### config.mk
export PLATFORM = sky130hd
export DESIGN_NAME = tqvp_spike_odom_encoder_flat
export DESIGN_NICKNAME = d
export VERILOG_FILES = /design/src/rtl/tqvp_spike_odom_encoder_if.sv /design/src/rtl/tqvp_spike_odom_encoder.sv /design/src/flat_wrapper.sv
export SDC_FILE = /design/constraint.sdc
export NUM_CORES = 1
export LEC_CHECK = 0
export BUFFER_PORTS_ARGS = -buffer_cell sky130_fd_sc_hd__buf_2
export CORE_MARGIN = 5
export CORE_UTILIZATION = 35
export CTS_CLUSTER_DIAMETER = 150
export DETAILED_ROUTE_END_ITERATION = 7
export PLACE_DENSITY_LB_ADDON = 0.3
export SETUP_SLACK_MARGIN = 0.5
export SLEW_MARGIN = 10
export SYNTH_ARGS = -nofsm -noshare
export SYNTH_HDL_FRONTEND = slang
export SYNTH_SLANG_ARGS = --single-unit
### constraint.sdc
create_clock -name clk -period 4.4 [get_ports clk]
set_clock_uncertainty 0.2 [all_clocks]
set_input_delay 0.44 -clock clk [delete_from_list [all_inputs] [get_ports clk]]
set_output_delay 0.44 -clock clk [all_outputs]
set_load 0.01 [all_outputs]
### src/rtl/tqvp_spike_odom_encoder_if.sv
// tqvp_spike_odom_encoder_if: register bus, pause input and spike outputs of the odometry spike encoder
interface tqvp_spike_odom_encoder_if;
    logic [7:0]  ui_in;
    logic [7:0]  uo_out;
    logic [5:0]  address;
    logic [31:0] data_in;
    logic [1:0]  data_write_n;
    logic [1:0]  data_read_n;
    logic [31:0] data_out;
    logic        data_ready;
    logic        user_interrupt;
    modport master (
        output ui_in, address, data_in, data_write_n, data_read_n,
        input  uo_out, data_out, data_ready, user_interrupt
    );
    modport slave (
        input  ui_in, address, data_in, data_write_n, data_read_n,
        output uo_out, data_out, data_ready, user_interrupt
    );
endinterface

### src/rtl/tqvp_spike_odom_encoder.sv
// tqvp_spike_odom_encoder: queued direction/count commands played out as timed spikes on four odometry lines
module tqvp_spike_odom_encoder #(
    parameter int FIFO_DEPTH = 4
) (
    input logic clk,
    input logic rst,
    tqvp_spike_odom_encoder_if.slave bus
);
    localparam int AW = $clog2(FIFO_DEPTH);
    localparam int LW = AW + 1;
    typedef enum logic [1:0] {S_IDLE, S_HIGH, S_LOW} state_t;
    state_t      r_state, w_nxt_state;
    logic [7:0]  r_phase, w_nxt_phase;
    logic [15:0] r_rem, w_nxt_rem;
    logic [1:0]  r_dir, w_nxt_dir;
    logic        r_en, r_irq_en, r_ovf, r_irq;
    logic [7:0]  r_hl, r_ll;
    logic [31:0] r_total;
    logic [3:0]  r_spike;
    logic [AW-1:0] r_wptr, r_rptr;
    logic [LW-1:0] r_level;
    logic [17:0] r_fifo [FIFO_DEPTH];
    logic        w_wr, w_wr_cmd, w_wr_ctrl, w_wr_total, w_wr_clr;
    logic        w_pause, w_empty, w_full, w_busy;
    logic        w_pop, w_push, w_inc, w_done, w_ovf_evt, w_irq_set;
    logic [17:0] w_head;
    logic [7:0]  w_hl_m1, w_ll_m1;
    logic        w_unused;
    assign w_wr       = bus.data_write_n != 2'b11;
    assign w_wr_cmd   = w_wr && bus.address == 6'h00;
    assign w_wr_ctrl  = w_wr && bus.address == 6'h04;
    assign w_wr_total = w_wr && bus.address == 6'h0C;
    assign w_wr_clr   = w_wr && bus.address == 6'h10;
    assign w_pause    = bus.ui_in[0];
    assign w_empty    = r_level == '0;
    assign w_full     = r_level == LW'(FIFO_DEPTH);
    assign w_busy     = r_state != S_IDLE;
    assign w_head     = r_fifo[r_rptr];
    // Phase counters count down to 0, so a programmed length of 0 acts as 1
    assign w_hl_m1    = (r_hl == 8'd0) ? 8'd0 : r_hl - 8'd1;
    assign w_ll_m1    = (r_ll == 8'd0) ? 8'd0 : r_ll - 8'd1;
    assign w_push     = w_wr_cmd && (!w_full || w_pop);
    assign w_ovf_evt  = w_wr_cmd && w_full && !w_pop;
    assign w_irq_set  = r_irq_en && (w_ovf_evt || (w_done && w_empty));
    assign w_unused   = &{1'b0, bus.ui_in[7:1], bus.data_read_n, bus.data_in[31:24], bus.data_in[7:2]};
    always_comb begin
        w_nxt_state = r_state;
        w_nxt_phase = r_phase;
        w_nxt_rem   = r_rem;
        w_nxt_dir   = r_dir;
        w_pop       = 1'b0;
        w_inc       = 1'b0;
        w_done      = 1'b0;
        if (!w_pause) begin
            case (r_state)
                S_IDLE: if (r_en && !w_empty) begin
                    w_pop = 1'b1;
                    if (w_head[15:0] != 16'd0) begin
                        w_nxt_state = S_HIGH;
                        w_nxt_dir   = w_head[17:16];
                        w_nxt_rem   = w_head[15:0];
                        w_nxt_phase = w_hl_m1;
                        w_inc       = 1'b1;
                    end
                end
                S_HIGH: begin
                    w_nxt_phase = (r_phase == 8'd0) ? w_ll_m1 : r_phase - 8'd1;
                    w_nxt_state = (r_phase == 8'd0) ? S_LOW : S_HIGH;
                    w_nxt_rem   = (r_phase == 8'd0) ? r_rem - 16'd1 : r_rem;
                end
                S_LOW: if (r_phase != 8'd0) w_nxt_phase = r_phase - 8'd1;
                else if (r_rem != 16'd0 && r_en) begin
                    w_nxt_state = S_HIGH;
                    w_nxt_phase = w_hl_m1;
                    w_inc       = 1'b1;
                end else begin
                    w_nxt_state = S_IDLE;
                    w_nxt_rem   = 16'd0;
                    w_done      = 1'b1;
                end
                default: w_nxt_state = S_IDLE;
            endcase
        end
    end
    always_ff @(posedge clk or posedge rst) begin
        if (rst) begin
            r_state  <= S_IDLE;
            r_phase  <= 8'd0;
            r_rem    <= 16'd0;
            r_dir    <= 2'd0;
            r_en     <= 1'b0;
            r_irq_en <= 1'b0;
            r_hl     <= 8'd0;
            r_ll     <= 8'd0;
            r_ovf    <= 1'b0;
            r_irq    <= 1'b0;
            r_total  <= 32'd0;
            r_spike  <= 4'd0;
            r_wptr   <= '0;
            r_rptr   <= '0;
            r_level  <= '0;
        end else begin
            r_state <= w_nxt_state;
            r_phase <= w_nxt_phase;
            r_rem   <= w_nxt_rem;
            r_dir   <= w_nxt_dir;
            r_spike <= (w_nxt_state == S_HIGH) ? 4'b0001 << w_nxt_dir : 4'd0;
            if (w_push) r_wptr <= r_wptr + AW'(1);
            if (w_pop) r_rptr <= r_rptr + AW'(1);
            r_level <= r_level + LW'(w_push) - LW'(w_pop);
            if (w_wr_ctrl) begin
                r_en     <= bus.data_in[0];
                r_irq_en <= bus.data_in[1];
                r_hl     <= bus.data_in[15:8];
                r_ll     <= bus.data_in[23:16];
            end
            r_ovf   <= w_ovf_evt | (r_ovf & ~(w_wr_clr & bus.data_in[1]));
            r_irq   <= w_irq_set | (r_irq & ~(w_wr_clr & bus.data_in[0]));
            r_total <= w_wr_total ? 32'(w_inc) : r_total + 32'(w_inc);
        end
    end
    always_ff @(posedge clk) begin
        if (w_push) r_fifo[r_wptr] <= bus.data_in[17:0];
    end
    assign bus.data_out = (bus.address == 6'h04) ? {8'd0, r_ll, r_hl, 6'd0, r_irq_en, r_en} :
                          (bus.address == 6'h08) ? {r_rem, 8'd0, 4'(r_level), r_ovf, w_empty, w_full, w_busy} :
                          (bus.address == 6'h0C) ? r_total : 32'd0;
    // Gated by rst so every line, including fifo_empty, reads 0 while reset is held
    assign bus.uo_out         = rst ? 8'd0 : {r_irq, r_ovf, w_empty, w_busy, r_spike};
    assign bus.data_ready     = 1'b1;
    assign bus.user_interrupt = r_irq;
endmodule

### src/flat_wrapper.sv
// flat-port wrapper written by rule: the top's interface ports become plain ports
module tqvp_spike_odom_encoder_flat 
#(
    parameter int FIFO_DEPTH = 4
)
  (clk, rst, bus_ui_in, bus_address, bus_data_in, bus_data_write_n, bus_data_read_n, bus_uo_out, bus_data_out, bus_data_ready, bus_user_interrupt);
  tqvp_spike_odom_encoder_if bus_i ();
  input logic clk;
  input logic rst;
  input wire logic [$bits(bus_i.ui_in)-1:0] bus_ui_in;
  input wire logic [$bits(bus_i.address)-1:0] bus_address;
  input wire logic [$bits(bus_i.data_in)-1:0] bus_data_in;
  input wire logic [$bits(bus_i.data_write_n)-1:0] bus_data_write_n;
  input wire logic [$bits(bus_i.data_read_n)-1:0] bus_data_read_n;
  output wire logic [$bits(bus_i.uo_out)-1:0] bus_uo_out;
  output wire logic [$bits(bus_i.data_out)-1:0] bus_data_out;
  output wire logic [$bits(bus_i.data_ready)-1:0] bus_data_ready;
  output wire logic [$bits(bus_i.user_interrupt)-1:0] bus_user_interrupt;
  assign bus_i.ui_in = bus_ui_in;
  assign bus_i.address = bus_address;
  assign bus_i.data_in = bus_data_in;
  assign bus_i.data_write_n = bus_data_write_n;
  assign bus_i.data_read_n = bus_data_read_n;
  assign bus_uo_out = bus_i.uo_out;
  assign bus_data_out = bus_i.data_out;
  assign bus_data_ready = bus_i.data_ready;
  assign bus_user_interrupt = bus_i.user_interrupt;
  tqvp_spike_odom_encoder #(.FIFO_DEPTH(FIFO_DEPTH)) u_core (.clk(clk), .rst(rst), .bus(bus_i));
endmodule
## Word level (Yosys, flattened, before mapping)

Memories as Yosys holds them, arrays and structs flattened.
Cells that the tools add are included.

- Add/subtract/negate cells: 9
- Eq/ne operators: 15
- Shift operators: 1
- Mux-type cells: 46
- Bitwise operators: 9
- Reductions and logical operators: 29

Operators by type and width:

| operator | number |
|---|---|
| $mux 32 | 4 |
| $mux 16 | 5 |
| $mux 8 | 8 |
| $pmux 16 s3 | 1 |
| $add 32x1->32 | 1 |
| $reduce_bool 16->1 | 2 |
| $logic_not 8->1 | 3 |
| $pmux 8 s3 | 1 |
| $sub 8x1->8 const B | 3 |
| $mux 2 | 9 |
| $sub 16x1->16 const B | 1 |
| $mux 1 | 15 |
| $eq 6x4->1 const B | 2 |
| $logic_and 1x1->1 | 11 |
| $reduce_bool 8->1 | 1 |
| $reduce_and 7->1 | 1 |
| $eq 6x3->1 const B | 1 |
| $eq 6x5->1 const B | 1 |
| $logic_not 6->1 | 1 |
| $ne 2x1->1 const B | 3 |
| $ne 2x2->1 const B | 3 |
| $pmux 2 s3 | 1 |
| $reduce_and 5->1 | 1 |
| $add 2x1->2 const B | 2 |
| other kinds (18) | 28 |

- Bits in registers: 91
- Bits in writable memories: 72
- Input port bits: 52
- Output and inout bits: 42
- Word-level logic and storage cells: 125
- Memories: 1

Memories:

| memory | depth | width | rd ports | clocked after Yosys merged registers in | wr ports | line | source |
|---|---|---|---|---|---|---|---|
| u_core.r_fifo | 4 | 18 | 1 | 0 | 1 | tqvp_spike_odom_encoder.sv:22 | `logic [17:0] r_fifo [FIFO_DEPTH];` |

## Logic depth before layout (Yosys ltp)

Gate-level depths: netlist of run 1.

- Depth after elaboration: 11
- Mapped depth: 16
- Mapped depth without buffers: 16

## Worst setup path after synthesis of run 1

OpenSTA, ideal clock, no wires.

- Path type: reg-to-reg
- Start: register u_core.r_state[0]
- End: register u_core.r_total[31]
- Library setup time: 140 ps
- Arrival time: 3219 ps
- Required time: 4060 ps
- Path slack: 841 ps
- Stages on the path, launching flop included: 15
- Buffers on the path: 0
- Clock period less this slack: 3559 ps
- Cells stage by stage: dfrtp_1 inv_1 ha_1 nand3_1 nor2_1 o21ai_1 a21bo_2 ha_1 and2_0 nand4_1 nor3_1 nand2_1 nor3_1 xnor2_1 nor2_1

- Word-level cells in the longest chain between the ends: 5
- Elaborated cells on any way between the ends: 6
- Those cells by class: add/sub (1); eq/ne (1); mux (3); reduce/logical (1)

Ends and longest elaborated chain:

| what | line | source |
|---|---|---|
| start: declaration | tqvp_spike_odom_encoder.sv:12 | `state_t r_state, w_nxt_state;` |
| start signal: assignment | tqvp_spike_odom_encoder.sv:103 | `r_state <= w_nxt_state;` |
| $eq 2x2->1 / $logic_not 2->1 (equally long branches) | tqvp_spike_odom_encoder.sv:55 | `case (r_state)` |
| $pmux 1 s2 * | tqvp_spike_odom_encoder.sv:55 |  |
| $mux 1 * | tqvp_spike_odom_encoder.sv:54 | `if (!w_pause) begin` |
| $add 32x1->32 * | tqvp_spike_odom_encoder.sv:119 | `r_total <= w_wr_total ? 32'(w_inc) : r_total + 32'(w_inc);` |
| $mux 32 * | tqvp_spike_odom_encoder.sv:119 |  |
| end signal: assignment | tqvp_spike_odom_encoder.sv:119 |  |
| end: declaration | tqvp_spike_odom_encoder.sv:18 | `logic [31:0] r_total;` |

Every way passes the cells marked *; elsewhere a longest branch is shown, timed or not.
A chain may end at the register's enable or synchronous reset.

## Final worst setup path of run 1

- Start: register u_core.r_rptr[0]
- End: register u_core.r_total[17]

- Word-level cells in the longest chain between the ends: 8

Ends and longest elaborated chain:

| what | line | source |
|---|---|---|
| start: declaration | tqvp_spike_odom_encoder.sv:20 | `logic [AW-1:0] r_wptr, r_rptr;` |
| start signal: assignment | tqvp_spike_odom_encoder.sv:109 | `if (w_pop) r_rptr <= r_rptr + AW'(1);` |
| $mem_v2 4x18 | -- |  |
| $reduce_bool 16->1 | tqvp_spike_odom_encoder.sv:58 | `if (w_head[15:0] != 16'd0) begin` |
| $mux 1 | tqvp_spike_odom_encoder.sv:58 |  |
| $mux 1 | tqvp_spike_odom_encoder.sv:56 | `S_IDLE: if (r_en && !w_empty) begin` |
| $pmux 1 s2 | tqvp_spike_odom_encoder.sv:55 |  |
| $mux 1 | tqvp_spike_odom_encoder.sv:54 |  |
| $add 32x1->32 | tqvp_spike_odom_encoder.sv:119 |  |
| $mux 32 | tqvp_spike_odom_encoder.sv:119 |  |

No other way between the ends.

==> qor.yml, run 1 <==
r2r_end: "u_core.r_total[17]$_DFF_PP0_"
cts_buffers: 17
yosys_most_used_dff: "dfrtp_1"
grt_pass1_vias: 5765
routed-wl-met2_um: 9779
yosys.area.top_type_share_pct: 27.29
crit_end: "u_core.r_total[17]$_DFF_PP0_"
die_h_um: 164.4
finalHoldViolations: 0
required_ps: 4490
setup_viol: 0
wl_per_cell_um: 18.16
fin_crit_ps: 3643
critPathLaunch: "u_core.r_rptr[0]$_DFFE_PP0P_"
initial_utilization_pct: 35.55
crit_fanout: 10
area.growth.synth_to_final_pct: 17.87
numPortBuffers: 75
place.gp.congestion: 0.8572
final_area_um2: 9836
antenna_found_initial: 0
met1_length_um: 9893
nets: 892
ys_top_cells_by_area: "dfrtp_1 27%, edfxtp_1 26%, mux4_2 4.9%"
cts-root-buf: "clkbuf_16"
track_usage_pct: 15.83
syn-num-nets: 809
fmax_ghz: 0.2745
dpl.cell_count: 1117
tns_ps: 0
wirelength_um: 20900
slew_violations: 0
dp_worst_setup_slack_ps: 603.7
core_region_area_um2: 23470
ys_ff_latch: 163
clkTransAtPathRegs_ps: 80
worstMarginPinSlew_ps: 1065
async_flop_share_pct: 55.83
hpwl_um: 15140
dpl-instance-area_um2: 9136
avgSynthCellArea_um2: 11.34
synth_edf_count: 72
fin_crit_sh_pct: 82.80
die_w_um: 164.4
grt_pass1_wl_um: 32720
fin_ws_ps: 757.0
grt_setup_unrepaired: "no"
post_synth_instance_area_um2: 8344
synth_top_area_cell: "dfrtp_1"
syn_inst: 736
slew_headroom_pct: 28.79
drcViolationCount: 0
drt_iter0_markers: 431
htreeDepth: 4
top_layer: "met4"
drv_cap: 0
antennaDiodeCount: 0
clock_tree.buffer_depth: 2
crit_path_start_kind: "flip-flop"
route.met3.wl_um: 1021
setup.worst_path.end_class: "flip-flop"
critPathKind: "reg -> reg"
die-area_um2: 27030
peakVddDrop_uv: 353.4
tritoncts: "done"
clkSinkCount: 163
grt_overflow: 0
yosysSeqAreaShare_pct: 53.20
r2r_slack_ps: 760
post-route-util_pct: 41.90
rr_worst_depth: 14
cp_data_arrival_time_ps: 3730
power_mw: 5.369
num_io_pins: 94
firstDrtPassIters: 5
yosysWarnings: 0
p_leak_nw: 4.081
num_rows: 56
clkLatencyLatePin_ps: 440
via_per_inst: 5.166
r2r-start: "u_core.r_rptr[0]$_DFFE_PP0P_"
hold_class: "in -> reg"
synth.distinct_cells: 69
grt_start_max_net_pins: 44
holdWs_ps: 12.39
vias: 5946
status: "completed"
p_per_area_nw_per_um2: 545.9
ant_nets: 0
fin_cells: 1151
drive_gt1_share_pct: 22.84
worstHoldStart: "bus_data_in[6]"
## layout by cell type, fill, tap and decap left out, types with 6 or more instances in the layout
cell	count
xnor2_1	28
buf_4	19
nor2_1	103
clkbuf_16	18
inv_1	29
a22o_1	12
nor2b_1	9
buf_2	75
nor3_1	16
xor2_1	24
nand3_1	21
nand2_1	45
o21ai_0	35
nand4_1	6
o22ai_1	8
mux2_2	28
mux2i_1	17
mux4_2	18
and2_1	9
dfrtp_1	90
nor4_1	13
ha_1	20
a21oi_1	25
clkinv_8	6
edfxtp_1	72
## kinds of logic after synthesis
group	count (synthesis)	synth area share (%)
mux	63	10.68
flops	163	53.20
other cells	1	0.04494
simple gates	256	14.80
fa+ha+maj	21	3.239
buf+inv	63	3.209
xor+xnor	52	5.458
compound gates	117	9.372
## worst min-delay path by stage
stage / endpoint / slack, ps / depth (start not counted)
6_report: u_core.r_fifo[1][6]$_DFFE_PP_ / 10 / 1
5_1_grt: u_core.r_fifo[1][7]$_DFFE_PP_ / 6 / 1
4_1_cts: u_core.r_fifo[1][6]$_DFFE_PP_ / 1 / 1
3_5_place_dp: u_core.r_dir[0]$_DFF_PP0_ / 310 / 1
3_3_place_gp: u_core.r_dir[0]$_DFF_PP0_ / 290 / 1
2_1_floorplan: u_core.r_dir[0]$_DFF_PP0_ / 280 / 1
## what timing repair did
item / 4_1_cts / 5_1_grt
gates resized for setup: 0 / 9
setup buffers: 0 / 1
hold buffers: 0 / 0
setup endpoints to repair: 0 / 14
## cells in the mapped netlist (3+ instances only)
| cell | n |
|---|---|
| o41ai_1 | 3 |
| nor2_1 | 103 |
| nand2_1 | 46 |
| edfxtp_1 | 72 |
| and2_1 | 8 |
| nand2b_1 | 3 |
| clkbuf_1 | 20 |
| and3_1 | 5 |
| a22oi_1 | 4 |
| nor4_1 | 15 |
| a211o_1 | 4 |
| xor2_1 | 24 |
| nand4_1 | 6 |
| ha_1 | 20 |
| mux2i_1 | 17 |
| mux2_2 | 28 |
| o21ai_0 | 35 |
| nor3_1 | 17 |
| o22ai_1 | 8 |
| mux4_2 | 18 |
| buf_2 | 5 |
| a32o_1 | 3 |
| or3_1 | 3 |
| a21oi_1 | 25 |
| o21ai_1 | 3 |
| or4_1 | 3 |
| nor4b_1 | 3 |
| a22o_1 | 12 |
| xnor2_1 | 28 |
| inv_1 | 30 |
| nor2b_1 | 9 |
| dfrtp_1 | 91 |
| nand3_1 | 21 |
## power breakdown
group | leakage (nW) | internal (mW) | total [mW] | switching [mW]
Sequential | 1.83 | 1.80 | 2.09 | 0.288
Combinational | 1.95 | 0.785 | 1.72 | 0.938
Clock | 0.305 | 0.828 | 1.56 | 0.729
## registers in the layout, summed over array words and instances, names as in the netlist, 2 cells and up
name,flops
u_core.r_spike,4
u_core.r_phase,8
u_core.r_level,3
u_core.r_rem,16
u_core.r_hl,8
u_core.r_ll,8
u_core.r_wptr,2
u_core.r_total,32
u_core.r_dir,2
u_core.r_state,2
u_core.r_fifo,72
u_core.r_rptr,2
## metal layers
layer	GRT usage (%)	vias up
met4	3.592	0
met2	24.96	124
met3	2.920	14
li1	-	2833
met1	22.89	2975
met5	0	-
## cell type report
class	instances	area [um2]
Timing Repair Buffer	96	563.0
Clock buffer	17	425.4
Inverter	31	117.6
Fill cell	2237	13640
Tap cell	319	399.1
Sequential cell	163	4441
Multi-Input combinational cell	510	3685
Clock inverter	15	205.2
## critical path, stage by stage, from the launching register on
cell and delay, ps:
dfrtp_2 420, buf_12 170, mux4_2 550, nor4_1 300
nand2_1 220, o21ai_2 200, a21bo_2 260, ha_1 180
and2_1 200, nand4_1 180, buf_4 160, nor2_1 100
nand4_1 130, xor2_1 160, nor2_1 50
No activity file was read; power rests on OpenSTA's default activity.
==> run 2, diff against run 1 <==
==> constraint.sdc (replaced) <==
create_clock -name clk -period 3.58 [get_ports clk]
set_clock_uncertainty 0.2 [all_clocks]
set_input_delay 0.358 -clock clk [delete_from_list [all_inputs] [get_ports clk]]
set_output_delay 0.358 -clock clk [all_outputs]
set_load 0.01 [all_outputs]
==> run 2 against run 1 <==
- clock power up 19%
- worst setup slack worse by 560 ps
- largest power group unchanged
- critical endpoint is now u_core.r_total[20]$_DFF_PP0_
- critical path depth grew 1
- flip-flop and latch count unchanged
==> qor.yml, run 2 (synthesized netlist as in run 1, its figures left out) <==
wirelength_um: 21850
worstHoldStart: "bus_address[4]"
r2r-start: "u_core.r_rptr[0]$_DFFE_PP0P_"
hold_class: "in -> reg"
reg_top3: "u_core.r_fifo x72, u_core.r_total x32, u_core.r_rem x16"
ant_nets: 0
initial_utilization_pct: 35.55
grt_overflow: 0
clkTransAtPathRegs_ps: 70
slowest_stage: "mux4_2"
num_rows: 56
cts-root-buf: "clkbuf_16"
path_common_cell: "buf_12"
clkSinkCount: 163
critPathLaunch: "u_core.r_rptr[0]$_DFFE_PP0P_"
top_register: "u_core.r_fifo"
peakVddDrop_uv: 307.0
num_io_pins: 94
fin_crit_ps: 3388
finalHoldViolations: 0
cts_buffers: 17
grt_pass1_vias: 6202
via_per_inst: 5.107
slew_headroom_pct: 48.36
fin_crit_sh_pct: 94.63
critPathKind: "reg -> reg"
core_region_area_um2: 23470
cpPeakStageDelay_ps: 560
critPathBufInv: 3
clock_tree.buffer_depth: 2
hpwl_um: 15400
vias: 6169
grt_setup_unrepaired: "yes"
final_common_cell: "nor2_1"
die_w_um: 164.4
p_leak_nw: 4.436
largest_register_ffs: 72
setup.worst_path.end_class: "flip-flop"
die_h_um: 164.4
status: "completed"
die-area_um2: 27030
drt_iter0_markers: 408
track_usage_pct: 16.55
firstDrtPassIters: 5
crit_path_start_kind: "flip-flop"
required_ps: 3690
crit_chain: "buf_12 > buf_12 > mux4_2 > nor4_2 > nand2_1 > o21ai_2 > a21bo_4 > ha_4 > and2_4 > nand4_1 > nor3_4 > buf_6 > nand2_2 > xor2_1 > nor2_1"
setup_viol: 0
p_per_area_nw_per_um2: 653.6
numPortBuffers: 75
crit_fanout: 6
cp_data_arrival_time_ps: 3500
r2r_slack_ps: 190
grt_pass1_wl_um: 34510
drv_cap: 0
worstMarginPinSlew_ps: 773.8
place.gp.congestion: 0.8369
wl_per_cell_um: 18.09
tritoncts: "done"
drcViolationCount: 0
nets: 949
htreeDepth: 4
clkLatencyLatePin_ps: 430
power_mw: 6.986
grt_start_max_net_pins: 50
antenna_found_initial: 0
antennaDiodeCount: 0
drive_gt1_share_pct: 29.13
crit_family: "simple AND/OR/NAND/NOR gates"
slew_violations: 0
fmax_ghz: 0.2952
tns_ps: 0
area.growth.synth_to_final_pct: 28.09
final_cell_mix: "96 x nor2_1, 90 x dfrtp_1, 75 x buf_2, 72 x edfxtp_1, 41 x nand2_1"
## run 2: final timing paths
kind	endpoint	depth (start not counted)
max	u_core.r_total[20]$_DFF_PP0_	15
min	u_core.r_ovf$_DFF_PP0_	2
max reg2reg	u_core.r_total[20]$_DFF_PP0_	15
min reg2reg	u_core.r_dir[1]$_DFF_PP0_	1
max in group asynchronous	u_core.r_total[29]$_DFF_PP0_	4
min in group asynchronous	u_core.r_spike[0]$_DFF_PP0_	3
## run 2: where the power goes
part           internal, mW  switching, mW
clock network         0.948          0.899
registers              2.21          0.358
logic                  1.26           1.30
## run 2: what timing repair did
| item | in CTS | in global routing |
|---|---|---|
| gates resized for setup | 38 | 19 |
| setup endpoints to repair | 36 | 70 |
| hold buffers | 22 | 1 |
| pin swaps | 33 | 18 |
| setup buffers | 15 | 1 |
| cloned | 2 | 2 |
| endpoints found under the hold margin | 82 | 1 |
## run 2: final cells by class
cell class	instances	area [um2]
Fill cell	2181	12780
Sequential cell	163	4441
Multi-Input combinational cell	510	3918
Timing Repair Buffer	153	1215
Clock buffer	17	425.4
Tap cell	319	399.1
Clock inverter	15	172.7
Inverter	31	117.6
## run 2: layer usage
metal  track usage [%]  vias up  wire [um]
met1             23.41     3042      10430
met5                 0        -          0
met3             3.419       27        991
met4             4.575        0        333
met2             26.01      155      10100
li1                  -     2945          -
## run 2: through the flow
step           cell area [um2]  utilization (%)  setup WS, ps  std cells  hold slack [ps]
6_report                 10690            45.53         192.3       1208            53.99
5_1_grt                  10690            45.53         86.23       1208            33.88
4_1_cts                  10550            44.94         196.8       1204            3.081
3_5_place_dp              9348            39.82         124.1       1133            301.3
3_3_place_gp              9348            39.82         106.1       1133            295.4
2_1_floorplan             8398                -         434.0        736            256.9
==> run 3, diff against run 2 <==
--- a/config.mk
+++ b/config.mk
@@ -10,6 +10,7 @@
 export CORE_UTILIZATION = 35
 export CTS_CLUSTER_DIAMETER = 150
 export DETAILED_ROUTE_END_ITERATION = 7
+export GPL_TIMING_DRIVEN = 0
 export PLACE_DENSITY_LB_ADDON = 0.3
 export SETUP_SLACK_MARGIN = 0.5
 export SLEW_MARGIN = 10
==> constraint.sdc (replaced) <==
create_clock -name clk -period 3.58 [get_ports clk]
set_clock_uncertainty 0.2 [all_clocks]
set_input_delay 0.358 -clock clk [delete_from_list [all_inputs] [get_ports clk]]
set_output_delay 0.358 -clock clk [all_outputs]
set_load 0.02 [all_outputs]
==> run 3 against run 2 <==
- non-clock buffer count grew 22
- utilization grew 0.30 points
- count of clock-buffer cells in the layout is the same
- first-iteration DRC count grew 0.25%
- flip-flop and latch count is the same
- clock power is essentially flat
- cell count grew 1.8%
- sequential power is essentially flat
- cell area grew 0.65%
- worst hold slack lost 1.1 ps
- critical path depth shrank 1
- combinational power grew 7%
- highest routed layer unchanged
==> qor.yml, run 3 (synthesized netlist as in run 1, its figures left out) <==
status: "completed"
tritoncts: "done"
power_frac_comb_pct: 38.4
grt_setup_unrepaired: "yes"
use_met1_pct: 23.74
drcViolationCount: 0
die-area_um2: 27030
met3_usage_pct: 4.193
antennaDiodeCount: 0
clkTransAtPathRegs_ps: 80
critPathKind: "reg -> reg"
peakVddDrop_uv: 368.7
area.growth.synth_to_final_pct: 28.92
firstDrtPassIters: 5
required_ps: 3680
fin_crit_sh_pct: 94.63
slew_headroom_pct: 42.90
wirelength_um: 22520
nFillCells: 2180
place.gp.congestion: 0.8941
fin_crit_ps: 3388
die_w_um: 164.4
rr_worst_depth: 14
min_to: "u_core.r_fifo[0][1]$_DFFE_PP_"
cts-root-buf: "clkbuf_16"
crit_path_start_kind: "flip-flop"
antenna_found_initial: 0
dp_worst_setup_slack_ps: -261.0
fin_ws_ps: 192.3
largest_register_ffs: 72
num_io_pins: 94
p_per_area_nw_per_um2: 663.8
grt_overflow: 0
numPortBuffers: 73
die_h_um: 164.4
slew_violations: 0
drv_cap: 0
hpwl_um: 15740
post-route-util_pct: 45.83
dpl-instance-area_um2: 9193
initial_utilization_pct: 35.55
busiest_layer: "met2"
grt_start_max_net_pins: 60
tns_ps: 0
grt_pass1_wl_um: 34360
drive_gt1_share_pct: 29.09
r2r_end: "u_core.r_total[7]$_DFF_PP0_"
ant_nets: 0
swShare_pct: 36.67
r2r_slack_ps: 190
crit_fanout: 7
core_region_area_um2: 23470
p_leak_nw: 4.426
clockPowerShare_pct: 25.9
hold_class: "in -> reg"
drt_iter0_markers: 409
grt_util_met2_pct: 25.95
clock_tree.buffer_depth: 2
setup_viol: 0
power.switching_mw: 2.619
htreeDepth: 4
r2r-start: "u_core.r_rptr[0]$_DFFE_PP0P_"
final_area_um2: 10760
clkSinkCount: 163
clkLatencyLatePin_ps: 440
vias: 6334
setup.worst_path.end_class: "flip-flop"
num_rows: 56
worstHoldStart: "bus_data_in[1]"
grt_pass1_vias: 6082
wl_per_cell_um: 18.31
final_cell_mix: "96 x nor2_1, 90 x dfrtp_1, 75 x buf_2, 72 x edfxtp_1, 38 x nand2_1"
hold_depth: 1
worstMarginPinSlew_ps: 850.0
reg_top3: "u_core.r_fifo x72, u_core.r_total x32, u_core.r_rem x16"
final_common_cell: "nor2_1"
nets: 971
track_usage_pct: 16.73
top_register: "u_core.r_fifo"
via_per_inst: 5.150
power.internal_mw: 4.522
fmax_ghz: 0.2952
cts_buffers: 17
power_frac_seq_pct: 35.8
finalHoldViolations: 0
cp_data_arrival_time_ps: 3490
-- run 3: layer usage --
metal | vias to the layer above | routed length, um
met1 | 3125 | 10310
met2 | 185 | 10600
li1 | 3002 | -
met5 | - | 0
met3 | 22 | 1313
met4 | 0 | 293
-- run 3: worst max-delay path by stage --
stage,startpoint,slack [ps],to,cells past startpoint
5_1_grt,u_core.r_rptr[0]$_DFFE_PP0P_,100,u_core.r_total[7]$_DFF_PP0_,14
2_1_floorplan,u_core.r_rptr[0]$_DFFE_PP0P_,430,u_core.r_total[31]$_DFF_PP0_,14
4_1_cts,u_core.r_rptr[0]$_DFFE_PP0P_,240,u_core.r_total[26]$_DFF_PP0_,14
6_report,u_core.r_rptr[0]$_DFFE_PP0P_,190,u_core.r_total[7]$_DFF_PP0_,14
3_3_place_gp,rst,-810,u_core.r_total[29]$_DFF_PP0_,2
3_5_place_dp,u_core.r_rptr[1]$_DFFE_PP0P_,-260,u_core.r_total[31]$_DFF_PP0_,15
-- run 3: repair_timing --
action                     CTS  global route
pin swaps                   27            27
setup endpoints to repair  122            57
resized for setup           53            45
hold endpoints to repair   102             0
hold buffers                23             0
buffers inserted            28            13
gates cloned                 3             2
-- run 3: area by class of cell --
class,instances,area [um2],area share [%]
Buffer,32,196.4,1.826
Clock buffer,17,425.4,3.954
Clock inverter,15,165.2,1.535
Inverter,31,118.9,1.105
Multi-Input combinational cell,510,3960,36.81
Sequential cell,163,4441,41.28
Tap cell,319,399.1,3.710
Timing Repair Buffer,143,1052,9.781
-- run 3: per-stage QoR --
stage	cells	power [mW]	hold WS [ps]
2_1_floorplan	736	4.131	256.9
3_3_place_gp	1128	4.724	295.9
3_5_place_dp	1129	4.753	311.9
4_1_cts	1215	6.922	27.37
5_1_grt	1230	7.554	26.64
6_report	1230	7.141	52.91
-- run 3: power by group through the flow --
stage	registers [mW]	clock network (mW)	logic [mW]
after detailed placement	2.55	0	2.20
after CTS	2.54	1.88	2.50
after global placement	2.55	0	2.17
after floorplan	2.44	0	1.69
after global routing	2.59	1.96	3.01
final	2.55	1.85	2.74
-- run 3: worst max-delay path: stages (launching register included) --
cell and delay, ps:
dfrtp_2 400, buf_6 140, buf_6 100, mux4_2 550, nor4_4 330, nand2_2 120
o21ai_4 160, a21bo_4 260, ha_4 150, and2_4 130, buf_4 150, and2_4 160
and3_4 190, xnor2_2 150, nor2_1 50
